==> config.mk <==
export PLATFORM = sky130hd
export DESIGN_NAME = controllo_multiciclo
export DESIGN_NICKNAME = d
export VERILOG_FILES = /design/src/rtl/controllo_pkg.sv /design/src/rtl/controllo_multiciclo_mem_watchdog.sv /design/src/rtl/controllo_multiciclo.sv
export SDC_FILE = /design/constraint.sdc
export NUM_CORES = 1
export LEC_CHECK = 0
export BUFFER_PORTS_ARGS = -buffer_cell sky130_fd_sc_hd__buf_2
export CAP_MARGIN = 20
export CORE_MARGIN = 1
export CORE_UTILIZATION = 30
export DETAILED_ROUTE_END_ITERATION = 6
export GPL_ROUTABILITY_DRIVEN = 0
export MAX_ROUTING_LAYER = met4
export PLACE_DENSITY = 0.66
export SYNTH_ARGS = -nofsm -noshare
export SYNTH_HDL_FRONTEND = slang
export SYNTH_SLANG_ARGS = --single-unit
==> constraint.sdc <==
create_clock -name clk -period 3 [get_ports clk]
set_input_delay 0.45 -clock clk [delete_from_list [all_inputs] [get_ports clk]]
set_output_delay 0.45 -clock clk [all_outputs]
set_load 0.01 [all_outputs]
==> src/rtl/controllo_pkg.sv <==
// Shared encodings for the multicycle control unit: FSM states, OP classes,
// and the datapath mux select codes driven by the controller.
package controllo_pkg;

    typedef enum logic [3:0] {
        FETCH    = 4'd0,
        DECODE   = 4'd1,
        MEMADR   = 4'd2,
        MEMREAD  = 4'd3,
        MEMWB    = 4'd4,
        MEMWRITE = 4'd5,
        EXECR    = 4'd6,
        EXECI    = 4'd7,
        ALUWB    = 4'd8,
        BRANCH   = 4'd9,
        FAULT    = 4'd10
    } state_e;

    localparam logic [1:0] OP_DP  = 2'b00;
    localparam logic [1:0] OP_MEM = 2'b01;
    localparam logic [1:0] OP_BR  = 2'b10;

    localparam logic [1:0] RES_ALUOUT = 2'b00;
    localparam logic [1:0] RES_DATA   = 2'b01;
    localparam logic [1:0] RES_ALURES = 2'b10;

    localparam logic [1:0] SRCB_RD2 = 2'b00;
    localparam logic [1:0] SRCB_IMM = 2'b01;
    localparam logic [1:0] SRCB_4   = 2'b10;

    // Register-file read address steering; this is pure instruction decode.
    function automatic logic [1:0] regsrc_f(input logic [1:0] op, input logic load);
        return {(op == OP_MEM) && !load, op == OP_BR};
    endfunction

endpackage

==> src/rtl/controllo_multiciclo_mem_watchdog.sv <==
// Memory-wait watchdog: counts consecutive stalled request cycles and flags
// the cycle in which the count reaches MEM_TIMEOUT (0 disables the check).
module mem_watchdog #(
    parameter int TIMEOUT_W   = 4,
    parameter int MEM_TIMEOUT = 15
) (
    input  logic clk,
    input  logic rst_n,
    input  logic wait_i,
    input  logic clr_i,
    output logic expire_o
);

    localparam logic [TIMEOUT_W-1:0] CNT_MAX = '1;

    logic [TIMEOUT_W-1:0] cnt_q, cnt_d;

    always_comb begin
        cnt_d = '0;
        if (wait_i && !clr_i)
            cnt_d = (cnt_q == CNT_MAX) ? cnt_q : cnt_q + 1'b1;
    end

    always_ff @(posedge clk or negedge rst_n) begin
        if (!rst_n) cnt_q <= '0;
        else        cnt_q <= cnt_d;
    end

    // Fires on the stall cycle that brings the count up to the limit.
    always_comb begin
        expire_o = 1'b0;
        if (MEM_TIMEOUT != 0 && wait_i)
            expire_o = (int'(cnt_q) + 1) >= MEM_TIMEOUT;
    end

endmodule

==> src/rtl/controllo_multiciclo.sv <==
// Multicycle ARM-subset control FSM with memory handshake, watchdog and
// condition gating. Optional perf counters under `CTRL_PERF_EN.
module controllo_multiciclo
    import controllo_pkg::*;
#(
    parameter int TIMEOUT_W   = 4,
    parameter int MEM_TIMEOUT = 15,
    parameter int PERF_W      = 32
) (
    input  logic              clk,
    input  logic              reset_n,
    input  logic [1:0]        OP,
    input  logic [5:0]        Funct,
    input  logic              CondEx,
    input  logic              mem_ready,
    output logic              mem_req,
    output logic              PCWrite,
    output logic              AdrSrc,
    output logic              MemW,
    output logic              IRWrite,
    output logic              RegW,
    output logic [1:0]        ResultSrc,
    output logic              ALUSrcA,
    output logic [1:0]        ALUSrcB,
    output logic              ALUOp,
    output logic [1:0]        ImmSrc,
    output logic [1:0]        RegSrc,
    output logic              instr_done,
    output logic              fault,
    output logic [PERF_W-1:0] instr_count,
    output logic [PERF_W-1:0] cycle_count
);

    state_e state_q, state_d;
    logic   req_s, memw_s, regw_s, pcw_s, irw_s, done_s;
    logic   wait_s, expire_s, state_chg_s;
    logic   unused_funct;

    // cmd bits are consumed by the ALU decoder, not by this FSM
    assign unused_funct = ^Funct[4:1];

    assign wait_s      = req_s && !mem_ready;
    assign state_chg_s = (state_d != state_q);

    mem_watchdog #(
        .TIMEOUT_W  (TIMEOUT_W),
        .MEM_TIMEOUT(MEM_TIMEOUT)
    ) u_wdog (
        .clk     (clk),
        .rst_n   (reset_n),
        .wait_i  (wait_s),
        .clr_i   (state_chg_s),
        .expire_o(expire_s)
    );

    always_ff @(posedge clk or negedge reset_n) begin
        if (!reset_n) state_q <= FETCH;
        else          state_q <= state_d;
    end

    always_comb begin
        state_d   = state_q;
        req_s     = 1'b0;
        memw_s    = 1'b0;
        regw_s    = 1'b0;
        pcw_s     = 1'b0;
        irw_s     = 1'b0;
        done_s    = 1'b0;
        AdrSrc    = 1'b0;
        ResultSrc = RES_ALUOUT;
        ALUSrcA   = 1'b0;
        ALUSrcB   = SRCB_RD2;
        ALUOp     = 1'b0;
        unique case (state_q)
            FETCH: begin
                req_s     = 1'b1;
                ALUSrcA   = 1'b1;
                ALUSrcB   = SRCB_4;
                ResultSrc = RES_ALURES;
                irw_s     = mem_ready;
                pcw_s     = mem_ready;
                if (expire_s)       state_d = FAULT;
                else if (mem_ready) state_d = DECODE;
            end
            DECODE: begin
                ALUSrcA   = 1'b1;
                ALUSrcB   = SRCB_4;
                ResultSrc = RES_ALURES;
                if (!CondEx || OP == 2'b11) begin
                    done_s  = 1'b1;
                    state_d = FETCH;
                end else if (OP == OP_MEM) state_d = MEMADR;
                else if (OP == OP_BR)      state_d = BRANCH;
                else                       state_d = Funct[5] ? EXECI : EXECR;
            end
            MEMADR: begin
                ALUSrcB = SRCB_IMM;
                state_d = Funct[0] ? MEMREAD : MEMWRITE;
            end
            MEMREAD: begin
                req_s  = 1'b1;
                AdrSrc = 1'b1;
                if (expire_s)       state_d = FAULT;
                else if (mem_ready) state_d = MEMWB;
            end
            MEMWB: begin
                ResultSrc = RES_DATA;
                regw_s    = 1'b1;
                done_s    = 1'b1;
                state_d   = FETCH;
            end
            MEMWRITE: begin
                req_s  = 1'b1;
                memw_s = 1'b1;
                AdrSrc = 1'b1;
                if (expire_s) state_d = FAULT;
                else if (mem_ready) begin
                    done_s  = 1'b1;
                    state_d = FETCH;
                end
            end
            EXECR: begin
                ALUOp   = 1'b1;
                state_d = ALUWB;
            end
            EXECI: begin
                ALUSrcB = SRCB_IMM;
                ALUOp   = 1'b1;
                state_d = ALUWB;
            end
            ALUWB: begin
                regw_s  = 1'b1;
                done_s  = 1'b1;
                state_d = FETCH;
            end
            BRANCH: begin
                ALUSrcB   = SRCB_IMM;
                ResultSrc = RES_ALURES;
                pcw_s     = 1'b1;
                done_s    = 1'b1;
                state_d   = FETCH;
            end
            FAULT:   state_d = FAULT;
            default: state_d = FETCH;
        endcase
    end

    // Strobes are gated by reset directly so an access in flight dies at once.
    assign mem_req    = req_s  && reset_n;
    assign MemW       = memw_s && reset_n;
    assign RegW       = regw_s && reset_n;
    assign PCWrite    = pcw_s  && reset_n;
    assign IRWrite    = irw_s  && reset_n;
    assign instr_done = done_s && reset_n;
    assign fault      = (state_q == FAULT);

    assign ImmSrc = fault ? 2'b00 : OP;
    assign RegSrc = fault ? 2'b00 : regsrc_f(OP, Funct[0]);

`ifdef CTRL_PERF_EN
    logic [PERF_W-1:0] icnt_q, ccnt_q;

    always_ff @(posedge clk or negedge reset_n) begin
        if (!reset_n) begin
            icnt_q <= '0;
            ccnt_q <= '0;
        end else begin
            ccnt_q <= ccnt_q + 1'b1;
            if (done_s) icnt_q <= icnt_q + 1'b1;
        end
    end

    assign instr_count = icnt_q;
    assign cycle_count = ccnt_q;
`else
    assign instr_count = '0;
    assign cycle_count = '0;
`endif

endmodule

==> impl_metrics.py, run 1 <==
metrics = {
    "run_status": {
        "status": "complete, no violations",
    },
    "yosys": {
        "synth_warnings": 0,
        "yosys_register_bits": 8,
        "netlist.area_leader.share_pct": 35.72,
        "async_flop_share_pct": 100.0,
        "synth_edf_count": 0,
        "synth_area_mm2": 0.001345,
        "yosys-top-cells-area": "buf_4, dfrtp_1, ha_1",
        "synth_cell_types": 40,
        "synth_area_per_cell_um2": 7.472,
        "syn_inst": 180,
        "synth.yosys.seq_area_share_pct": 14.88,
        "ys.flop_type": "dfrtp_1",
        "yosysTopAreaCell": "buf_4",
    },
    "worst_setup_path": {
        "crit_path_start_kind": "flop",
        "reg2reg_depth": 7,
        "regToRegSetupSlack_ns": 0.80,
        "critPathArrivalTime_ns": 1.78,
        "end_kind": "output pin",
        "critPathRequiredTime_ns": 2.55,
        "path_class": "reg2out",
        "r2r_end": "u_wdog.cnt_q[0]$_DFFE_PN0P_",
        "r2r_start": "u_wdog.cnt_q[0]$_DFFE_PN0P_",
        "crit_fanout": 16,
    },
    "min_path": {
        "hold_class": "in2async",
    },
    "die": {
        "pin_count": 94,
        "initial_utilization_pct": 32.46,
        "fp.dieH_um": 68.96,
        "row_count": 23,
        "die_w_um": 68.96,
        "design.die.area_mm2": 0.004755,
        "placeableCoreArea_mm2": 0.004144,
    },
    "global_route": {
        "grt_pass1_wl_um": 3601,
        "grt_max_degree": 21,
        "grt.total_usage_pct": 10.48,
        "grt_pass1_vias": 798,
        "overflow": 0,
        "antenna_found_initial": 0,
    },
    "drt": {
        "vias": 1056,
        "routedWlPerCell_um": 9.462,
        "drt-total-wl_um": 2375,
        "first_pass_iters": 4,
        "drtIter0Drc": 29,
        "via_per_inst": 4.207,
        "drtAntennaViolNets": 0,
        "drc": 0,
    },
    "final_layout": {
        "antennaDiodeCount": 0,
        "fin_area_mm2": 0.001299,
        "drive_gt1_share_pct": 15.92,
        "fin_nets": 221,
        "fin_util_pct": 31.34,
        "synthToLayoutAreaGrowth_pct": -3.442,
        "instances_no_fill": 251,
    },
    "cts": {
        "cts_setup_buffers": 0,
        "htree_levels": 1,
        "clock_latency_ns": 0.23,
        "post_cts_resized": 0,
        "clk_pin_slew_ns": 0.04,
        "cts_tree": "yes",
        "cts.sinks": 8,
        "cts-root-buf": "clkbuf_8",
        "hold_buffers": 0,
        "cts_max_path_buffers": 2,
        "cts_buffers": 3,
    },
    "placement": {
        "portBuffers": 25,
        "hpwl_um": 1895,
        "post_dp_cell_area_mm2": 0.001257,
        "dp.cells": 248,
    },
    "sta": {
        "slew_headroom_pct": 60.36,
        "worst_pin_slew_ns": 0.5946,
        "tns_ns": 0,
        "rsz0062_at_grt": "no",
        "timing.final.crit_share_pct": 74.29,
        "fmax_mhz": 448.7,
        "hold_viol_final": 0,
        "drv_slew": 0,
        "finalClockSkew_ns": 0.002169,
        "period_needed_ns": 2.229,
        "finalSetupViolCount": 0,
    },
    "job": {
        "cap_violations": 0,
    },
    "pwr": {
        "ir_drop_mv": 0.2220,
        "pwr_density_cell_mw_per_mm2": 700.3,
        "power.leakage_nw": 0.7103,
    },
}
worst max-delay path by stage:
stage	cells after the start	end	slack, ns	from
2_1_floorplan	7	u_wdog.cnt_q[0]$_DFFE_PN0P_	1.15	u_wdog.cnt_q[0]$_DFFE_PN0P_
3_3_place_gp	7	u_wdog.cnt_q[0]$_DFFE_PN0P_	0.92	u_wdog.cnt_q[0]$_DFFE_PN0P_
3_5_place_dp	7	u_wdog.cnt_q[0]$_DFFE_PN0P_	0.82	u_wdog.cnt_q[0]$_DFFE_PN0P_
4_1_cts	5	mem_req	0.78	state_q[1]$_DFF_PN0_
5_1_grt	5	mem_req	0.55	state_q[1]$_DFF_PN0_
6_report	5	mem_req	0.77	state_q[1]$_DFF_PN0_
synthesized netlist by cell type, types with 2 or more instances:
library cell,number
and2_1,2
nor2b_1,3
nand3_1,2
ha_1,6
nand2b_1,5
xnor2_1,2
buf_4,64
nor3b_1,2
clkbuf_1,3
nand2_1,6
nor3_1,7
a21oi_1,9
a211oi_1,2
a31oi_1,3
inv_1,7
o21ai_0,5
dfrtp_1,8
nor4b_1,3
nor2_1,17
nor4_1,4
routing by layer:
metal	vias up	track usage (%)	wire, um
met3	5	0.6579	152
met5	-	-	0
li1	523	-	-
met1	470	13.33	1003
met2	58	15.90	1161
met4	0	6.888	58
cell families (layout without fill, tap and decap cells):
group / after synthesis / in the layout / share of synthesized area (%)
buffers and inverters: 77 / 35 / 40.00
AO/OA/AOI/OAI: 29 / 29 / 14.33
AND/OR/NAND/NOR: 57 / 57 / 23.63
XOR/XNOR: 2 / 2 / 1.303
other: 1 / 64 / 0.2788
flip-flops: 8 / 8 / 14.88
adder cells (fa/ha/maj): 6 / 6 / 5.581
power by group:
part / internal [mW] / total (mW) / switching [mW] / leakage, nW
Sequential: 0.137 / 0.253 / 0.115 / 0.108
Combinational: 0.228 / 0.532 / 0.304 / 0.581
Clock: 0.0865 / 0.125 / 0.0385 / 0.0216
sequential cells by signal, indices dropped and copies added, names as in the netlist:
register,cells
state_q,4
u_wdog.cnt_q,4
cells in the final DEF (no fill, tap or decap), drive strengths merged, types with 4 or more instances in the layout:
cell	Yosys	final
conb	1	64
buf	67	25
nor2	17	17
a21oi	9	9
dfrtp	8	8
inv	7	7
nor3	7	7
nand2	6	6
ha	6	6
o21ai	6	6
nand2b	5	5
nor4	4	4
nor2b	4	4
metrics by stage:
stage	total power, mW	setup slack (ns)	hold slack (ns)
after floorplan	0.6999	1.149	0.1544
after global placement	0.7726	0.9202	0.3281
after detailed placement	0.7796	0.8174	0.3249
after CTS	0.9100	0.7840	0.08752
after global routing	1.006	0.5542	0.09307
final	0.9095	0.7713	0.08318
final cells by class:
type	count	area, um^2
clock buffer	3	41.29
inverter	7	26.28
fill	462	2845
sequential	8	200.2
multi-input combinational	158	843.3
timing repair buffer	25	125.1
tap	50	62.56
worst max-delay path, cell delays in order (launching register included):
cell and delay, ns:
dfrtp_1 0.56, nor2b_1 0.23, nor3_1 0.29, nor2_1 0.09
nor3b_1 0.21, buf_2 0.18
No activity file was read; power rests on OpenSTA's default activity.
==> run 2, diff against run 1 <==
- ABC_AREA: unset -> 1
- PLACE_DENSITY: 0.66 -> 0.67
- clock period: 3 -> 2.14 ns (I/O delays scaled with it)
==> run 2 against run 1 <==
Compared with the run above: power grew 15%; global-route usage shrank 1.4 points; clock skew grew 0.0020 ns; hold slack gained 0.30 ns; die area shrank 5.9%; routed wire length shrank 21%; synthesized cell count grew 2.2%; register-to-register slack lost 0.30 ns; largest cell class unchanged; core utilization shrank 0.38 points; sequential power is essentially flat; sequential share of layout area grew 0.63 points.
==> impl_metrics.py, run 2 <==
metrics = {
    "worst_setup_path": {
        "crit_fanout": 10,
        "crit_path_start_kind": "primary input",
        "reg2reg_depth": 12,
        "path_class": "in2out",
        "critPathArrivalTime_ns": 1.55,
        "r2r_end": "u_wdog.cnt_q[0]$_DFFE_PN0P_",
        "r2r_start": "u_wdog.cnt_q[0]$_DFFE_PN0P_",
        "critPathRequiredTime_ns": 1.82,
        "regToRegSetupSlack_ns": 0.50,
        "end_kind": "output pin",
    },
    "global_route": {
        "grt.total_usage_pct": 9.104,
        "grt_pass1_wl_um": 2994,
        "antenna_found_initial": 0,
        "overflow": 0,
        "grt_max_degree": 11,
        "grt_pass1_vias": 748,
    },
    "yosys": {
        "syn_inst": 184,
        "synth-simple-area-share_pct": 24.26,
        "yosys_register_bits": 8,
        "async_flop_share_pct": 100.0,
        "synth_area_mm2": 0.001264,
        "synthAdderAreaFrac_pct": 5.941,
        "synth_compound_area_share_pct": 6.535,
        "synth.area.mux_share_pct": 0,
        "synth_edf_count": 0,
        "yosysTopAreaCell": "buf_4",
        "synth_warnings": 0,
        "synth_area_per_cell_um2": 6.868,
        "synth_xor_area_share_pct": 0,
        "netlist.area_leader.share_pct": 38.02,
        "synth_commonest_cells": "buf_4, inv_1, nand2_1, nor2_1, dfrtp_1",
        "synth_most_common_cell": "buf_4",
        "synth.yosys.seq_area_share_pct": 15.84,
        "synth_top_family_by_area": "buffers and inverters",
        "synth_cell_types": 26,
        "ys.flop_type": "dfrtp_1",
        "yosys-top-cells-area": "buf_4, dfrtp_1, inv_1",
    },
    "sta": {
        "hold_viol_final": 0,
        "fmax_mhz": 533.2,
        "fin_ws_ns": 0.2644,
        "finalSetupViolCount": 0,
        "rsz0062_at_grt": "no",
        "finalClockSkew_ns": 0.004204,
        "drv_slew": 0,
        "whs_ns": 0.3842,
        "timing.final.crit_share_pct": 87.65,
        "period_needed_ns": 1.876,
        "tns_ns": 0,
    },
    "die": {
        "row_count": 23,
        "die_w_um": 66.90,
        "design.die.area_mm2": 0.004476,
        "initial_utilization_pct": 31.37,
        "fp.dieH_um": 66.90,
        "placeableCoreArea_mm2": 0.004029,
        "pin_count": 94,
    },
    "cts": {
        "cts_max_path_buffers": 2,
        "clock_latency_ns": 0.23,
        "cts_tree": "yes",
        "htree_levels": 1,
        "clk_pin_slew_ns": 0.04,
        "cts_buffers": 3,
        "cts-root-buf": "clkbuf_8",
        "cts_setup_buffers": 0,
        "cts.sinks": 8,
    },
    "pwr": {
        "pwr_density_cell_mw_per_mm2": 840.7,
        "p_int_mw": 0.5291,
        "total_power_mw": 1.049,
        "swShare_pct": 49.55,
        "p_sw_mw": 0.5196,
        "pwr-share-comb_pct": 58.8,
        "power_frac_seq_pct": 24.3,
        "pwr-share-clk_pct": 16.9,
        "ir_drop_mv": 0.2442,
        "power.leakage_nw": 0.7891,
    },
    "drt": {
        "vias": 957,
        "drc": 0,
        "drtIter0Drc": 43,
        "wl_met3_um": 163,
        "drtAntennaViolNets": 0,
        "via_per_inst": 3.667,
        "wl_met1_um": 810,
        "drt-total-wl_um": 1874,
        "first_pass_iters": 4,
        "top_layer": "met4",
        "routedWlPerCell_um": 7.180,
        "wl_met2_um": 894,
    },
    "placement": {
        "portBuffers": 25,
        "hpwl_um": 1601,
        "post_dp_cell_area_mm2": 0.001196,
        "dp.cells": 257,
        "place_ws_ns": 0.4814,
    },
    "final_layout": {
        "fill_cells": 456,
        "fin_area_mm2": 0.001247,
        "reg_top3": "state_q x4, u_wdog.cnt_q x4",
        "drive_gt1_share_pct": 21.33,
        "synthToLayoutAreaGrowth_pct": -1.287,
        "fin_util_pct": 30.96,
        "layout_common_cells": "conb_1, buf_2, inv_1, nand2_1, nor2_1",
        "fin_nets": 231,
        "antennaDiodeCount": 0,
        "mostFrequentLayoutCell": "conb_1",
        "instances_no_fill": 261,
    },
    "run_status": {
        "status": "complete, no violations",
    },
    "min_path": {
        "hold_class": "in2reg",
        "whs_path_depth": 3,
        "holdCritStartpoint": "mem_ready",
        "hold_end": "state_q[2]$_DFF_PN0_",
    },
    "job": {
        "cap_violations": 0,
    },
}
[run 2: power by group through the flow]
stage / registers [mW] / logic (mW) / clock network (mW)
6_report: 0.255 / 0.617 / 0.177
5_1_grt: 0.261 / 0.710 / 0.191
3_5_place_dp: 0.258 / 0.620 / 0
4_1_cts: 0.256 / 0.624 / 0.185
3_3_place_gp: 0.255 / 0.615 / 0
2_1_floorplan: 0.232 / 0.568 / 0
[run 2: kinds of logic (layout without fill, tap and decap cells)]
group	Yosys count	after routing
adders and majority gates	6	6
AOI/OAI and AO/OA	13	13
buffers and inverters	92	56
and+or+nand+nor	64	64
DFF	8	8
other	1	64
[run 2: worst max-delay path, cell delays in order]
cell           delay [ns]
dlygate4sd3_1        0.53
buf_2                0.24
inv_1                0.13
a41oi_1              0.17
buf_2                0.16
[run 2: worst max-delay path by stage]
stage / start / end / slack [ns] / cells after the start
detailed placement: u_wdog.cnt_q[0]$_DFFE_PN0P_ / u_wdog.cnt_q[0]$_DFFE_PN0P_ / 0.48 / 12
floorplan: u_wdog.cnt_q[0]$_DFFE_PN0P_ / u_wdog.cnt_q[0]$_DFFE_PN0P_ / 0.62 / 12
CTS: reset_n / instr_done / 0.23 / 5
global route: reset_n / instr_done / 0.13 / 5
finish: reset_n / instr_done / 0.26 / 5
global placement: u_wdog.cnt_q[0]$_DFFE_PN0P_ / u_wdog.cnt_q[0]$_DFFE_PN0P_ / 0.51 / 12
[run 2: layer usage]
| metal | vias to the layer above | GRT usage (%) |
|---|---|---|
| met5 | - | - |
| met4 | 0 | 3.457 |
| met3 | 2 | 3.082 |
| met2 | 50 | 15.15 |
| met1 | 420 | 9.969 |
| li1 | 485 | - |
[run 2: repair_timing]
action | 4_1_cts | 5_1_grt
gates resized for setup | 0 | 0
hold endpoints to repair | 8 | 0
hold buffers | 1 | 0
[run 2: area by class of cell]
type	count	area, um^2	area share [%]
timing repair buffer	26	135.1	10.83
inverter	27	103.9	8.325
clock buffer	3	41.29	3.310
multi-input combinational	147	704.4	56.47
tap	50	62.56	5.015
sequential	8	200.2	16.05
